## src/rtl/bit_serial_adder.sv

```systemverilog
// bit_serial_adder: one full-adder cell with a registered carry, LSB-first,
// one operand bit per clock, with add/subtract, carry-out and signed overflow.
//
// Ports:
//   clk    rising-edge clock
//   reset  asynchronous, active-high reset
//   start  request, sampled only in IDLE or DONE
//   sub    0 = a+b, 1 = a-b (honoured only when SUB_EN=1), captured with start
//   a, b   WIDTH-bit operands, captured with start
//   busy   high while bits are being processed
//   done   one-cycle pulse when s/cout/ovf are valid
//   s      WIDTH-bit result, held until the next accepted start
//   cout   carry out of the MSB (subtract: 1 = no borrow)
//   ovf    two's-complement overflow
module bit_serial_adder #(
    parameter int WIDTH  = 8,
    parameter bit SUB_EN = 1'b1
) (
    input  logic             clk,
    input  logic             reset,
    input  logic             start,
    input  logic             sub,
    input  logic [WIDTH-1:0] a,
    input  logic [WIDTH-1:0] b,
    output logic             busy,
    output logic             done,
    output logic [WIDTH-1:0] s,
    output logic             cout,
    output logic             ovf
);

    localparam int CW = $clog2(WIDTH + 1);

    typedef enum logic [1:0] {
        IDLE  = 2'd0,
        SHIFT = 2'd1,
        DONE  = 2'd2
    } state_t;

    state_t           state;
    logic [WIDTH-1:0] a_sr;
    logic [WIDTH-1:0] b_sr;
    logic             carry;
    logic [CW-1:0]    count;

    logic m;
    logic x;
    logic y;
    logic sum;
    logic carry_nxt;
    logic last;

    // Subtraction is a + ~b + 1: invert b on load and seed the carry with 1.
    assign m         = sub & SUB_EN;
    assign x         = a_sr[0];
    assign y         = b_sr[0];
    assign sum       = x ^ y ^ carry;
    assign carry_nxt = (x & y) | (carry & (x ^ y));
    assign last      = (count == CW'(WIDTH - 1));

    always_ff @(posedge clk or posedge reset) begin
        if (reset) begin
            state <= IDLE;
            busy  <= 1'b0;
            done  <= 1'b0;
            s     <= '0;
            cout  <= 1'b0;
            ovf   <= 1'b0;
            a_sr  <= '0;
            b_sr  <= '0;
            carry <= 1'b0;
            count <= '0;
        end else begin
            done <= 1'b0;
            unique case (state)
                IDLE, DONE: begin
                    if (start) begin
                        state <= SHIFT;
                        busy  <= 1'b1;
                        a_sr  <= a;
                        b_sr  <= b ^ {WIDTH{m}};
                        carry <= m;
                        count <= '0;
                        s     <= '0;
                        cout  <= 1'b0;
                        ovf   <= 1'b0;
                    end else begin
                        state <= IDLE;
                    end
                end
                SHIFT: begin
                    // Result bits enter at the MSB so bit 0 lands at s[0]
                    // after WIDTH shifts.
                    s     <= {sum, s[WIDTH-1:1]};
                    a_sr  <= a_sr >> 1;
                    b_sr  <= b_sr >> 1;
                    carry <= carry_nxt;
                    count <= count + CW'(1);
                    if (last) begin
                        cout  <= carry_nxt;
                        // Carry into the MSB differs from carry out of it.
                        ovf   <= carry ^ carry_nxt;
                        state <= DONE;
                        busy  <= 1'b0;
                        done  <= 1'b1;
                    end
                end
                default: begin
                    state <= IDLE;
                    busy  <= 1'b0;
                end
            endcase
        end
    end

endmodule

```

## config.mk

```make
export PLATFORM = sky130hd
export DESIGN_NAME = bit_serial_adder
export DESIGN_NICKNAME = d
export VERILOG_FILES = /design/src/rtl/bit_serial_adder.sv
export SDC_FILE = /design/constraint.sdc
export NUM_CORES = 1
export LEC_CHECK = 0
export ABC_AREA = 1
export CORE_ASPECT_RATIO = 2
export CORE_MARGIN = 3
export CORE_UTILIZATION = 42
export CTS_BUF_LIST = sky130_fd_sc_hd__clkbuf_8 sky130_fd_sc_hd__clkbuf_16
export DETAILED_ROUTE_END_ITERATION = 10
export HOLD_SLACK_MARGIN = 0.08
export PLACE_DENSITY = 0.71
export RECOVER_POWER = 100
export SLEW_MARGIN = 20
export SYNTH_ARGS = -nofsm -noshare
export SYNTH_HDL_FRONTEND = slang
export SYNTH_SLANG_ARGS = --single-unit
```

## constraint.sdc

```tcl
create_clock -name clk -period 1.6 [get_ports clk]
set_input_delay 0.16 -clock clk [delete_from_list [all_inputs] [get_ports clk]]
set_output_delay 0.16 -clock clk [all_outputs]
set_load 0.01 [all_outputs]
```

==> impl_metrics.tcl <==
set metrics [dict create \
    run_status "complete, no violations" \
    grt_pass1_vias 1301 \
    drtIter0Drc 12 \
    grt_pass1_wl_um 5440 \
    drive_gt1_share_pct 9.50 \
    r2r-end "b_sr[5]" \
    dpl.cell_count 262 \
    syn_nets 206 \
    worstMarginPinSlew_ns 0.836 \
    rsz0062_at_grt "no" \
    required_ns 1.44 \
    cts_setup_buffers 0 \
    setup_viol 0 \
    synth_compound_area_share_pct 5.41 \
    area_delta_synth_final_pct 27.4 \
    ys_seq_area_share_pct 54.9 \
    slew_headroom_pct 44.3 \
    syn_area_per_cell_um2 8.68 \
    syn-instance-count 184 \
    vdd_drop_max_v 0.000914 \
    clk_path_buf_depth 2 \
    place.gp.congestion 0.748 \
    max_cap_violations 0 \
    dp_hpwl_um 2210 \
    hold_viol_final 0 \
    synthAdderAreaFrac_pct 2.04 \
    fin_skew_ns 0.00804 \
    synthMuxAreaShare_pct 0 \
    wl_per_cell_um 11.2 \
    crit_family "buffers and inverters" \
    wl_um 3030 \
    min_period_over_period_pct 89.5 \
    numCtsBuffers 5 \
    cts.root.buffer_cell "clkbuf_8" \
    synthesis.area_mm2 0.00160 \
    worstSkewPairLatency_ns 0.29 \
    min_to "a_sr[7]" \
    path_cells "dlygate4sd3_1" \
    hold_buffers 0 \
    instances_no_fill 270 \
    rr_worst_depth 5 \
    start_util_pct 43.8 \
    slowest_delay_ns 0.60 \
    powerDensity_mw_per_mm2 1780 \
    rrSetupSlack_ns 0.26 \
    synth_top_area_share_pct 54.9 \
    cts_resized 0 \
    ioPinCount 32 \
    dieArea_mm2 0.00462 \
    ys_ff_latch 35 \
    path_class "register to primary output" \
    yosys.area_share.simple_pct 27.3 \
    antenna_cells 0 \
    path_buf_inv 1 \
    htreeDepth 2 \
    synth_top_family_by_area "simple AND/OR/NAND/NOR gates" \
    p_leak_nw 1.03 \
    fmax_ghz 0.698 \
    synth_largest_area_cell "dfrtp_1" \
    dpl_cell_area_mm2 0.00195 \
    ys_types 23 \
    synthTopCellsByArea "dfrtp_1 55%, nand2_1 16%, nand3_1 6.9%" \
    critPathCaptureType "primary output" \
    total_power_mw 3.63 \
    vias 1294 \
    numPortBuffers 31 \
    period_minus_slack_ns 1.43 \
    yosys_warnings 0 \
    gr-total-overflow 0 \
    r2r-start "state[0]" \
    n_fill_cell 375 \
    hold_path.class "input port to register" \
    finalMaxSlewViolations 0 \
    final_nets 242 \
    finalSetupTns_ns 0 \
    vias_per_cell 4.79 \
    fp-row-count 31 \
    die_y_um 93.2 \
    cp_max_fo 2 \
    grt_util_all_layers_pct 15.2 \
    final_antenna_net_count 0 \
    antenna_found_initial 0 \
    cpMaxStageDelayCell "dlygate4sd3_1" \
    fin_area_mm2 0.00203 \
    cts_tree "yes" \
    core_mm2 0.00365 \
    multi_input_area_um2 581 \
    grt_max_degree 36 \
    crit_path_start_kind "register" \
    register_area_um2 876 \
    cp.arrival_ns 1.27 \
    hp-start "a[7]" \
    hold_depth 3 \
    die_x_um 49.6 \
    drc 0 \
    first_pass_iters 4 \
    cts.sink_count 35 \
    synthXorXnorAreaFrac_pct 2.19 \
    clk_pin_slew_worst_paths_ns 0.07 \
]
==> per-layer routing <==
metal,vias to the layer above,global-route usage (%),wire (µm)
met5,-,0,0
met4,0,8.78,85
met1,614,15.2,1120
li1,648,-,-
met2,24,28.3,1720
met3,8,2.39,101
==> area by class of cell <==
type | count | area share (%)
flip-flops and latches | 35 | 43.1
clock buffers | 7 | 4.74
well taps | 49 | 3.02
repair buffers | 36 | 16.7
inverters | 19 | 3.57
clock inverters | 1 | 0.369
multi-input cells | 123 | 28.6
==> cell usage after synthesis <==
library cell  count
nand2_1          67
dfrtp_1          35
nand3_1          22
inv_1            15
o22ai_1           6
nor2_1            5
o21ai_0           4
or2_2             4
buf_6             3
inv_2             3
xor2_1            3
a21oi_1           2
buf_2             2
buf_4             2
nand2_2           2
o21ai_1           2
clkinv_2          1
fa_1              1
ha_1              1
nand2_4           1
nand4_1           1
o21ai_2           1
xnor2_1           1
==> metrics by stage <==
step           setup slack (ns)  utilization [%]  hold WS, ns
2_1_floorplan             0.375                -        0.277
3_3_place_gp              0.212             53.4        0.461
3_5_place_dp              0.171             53.4        0.465
4_1_cts                   0.246             56.2        0.277
5_1_grt                   0.128             55.8        0.421
6_report                  0.168             55.8        0.410
==> tightest hold or removal path, cell delays in order <==
cell             delay, ns
clkdlybuf4s50_1       0.40
nand2_1               0.06
nand2_1               0.05
==> cell families (layout without fill, tap and decap cells) <==
group | after synthesis | after routing
AO/OA/AOI/OAI | 15 | 15
XOR/XNOR | 4 | 4
adder cells (fa/ha/maj) | 2 | 2
buffers and inverters | 26 | 63
flip-flops | 35 | 35
AND/OR/NAND/NOR | 102 | 102
==> worst max path at each step <==
stage            start      end  slack (ns)  cells after the start
3_3_place_gp       sub  b_sr[5]        0.21                      4
3_5_place_dp       sub  b_sr[5]        0.17                      4
4_1_cts           s[1]     s[1]        0.25                      1
6_report          s[1]     s[1]        0.17                      1
2_1_floorplan  a_sr[0]      ovf        0.38                      7
5_1_grt           s[1]     s[1]        0.13                      1
==> layout by cell type, fill, tap and decap left out, drive strengths merged <==
master / count
nand4: 1
o21ai: 7
clkinvlp: 1
buf: 2
clkinv: 1
xnor2: 1
clkbuf: 10
xor2: 3
dlygate4sd3: 13
nor2: 5
o22ai: 6
fa: 1
a21oi: 2
clkdlybuf4s50: 18
ha: 1
or2: 4
inv: 18
nand3: 22
dfrtp: 35
nand2: 70
==> flip-flops by register name, indices dropped and copies added (netlist names) <==
| register | cells |
|---|---|
| a_sr | 8 |
| b_sr | 8 |
| busy | 1 |
| carry | 1 |
| count | 4 |
| cout | 1 |
| done | 1 |
| ovf | 1 |
| s | 8 |
| state | 2 |
==> where the power goes <==
part           switching, mW  internal, mW
logic                  0.825         0.601
clock network          0.322         0.392
registers              0.223          1.27
Power figures use the tool's default switching activity.
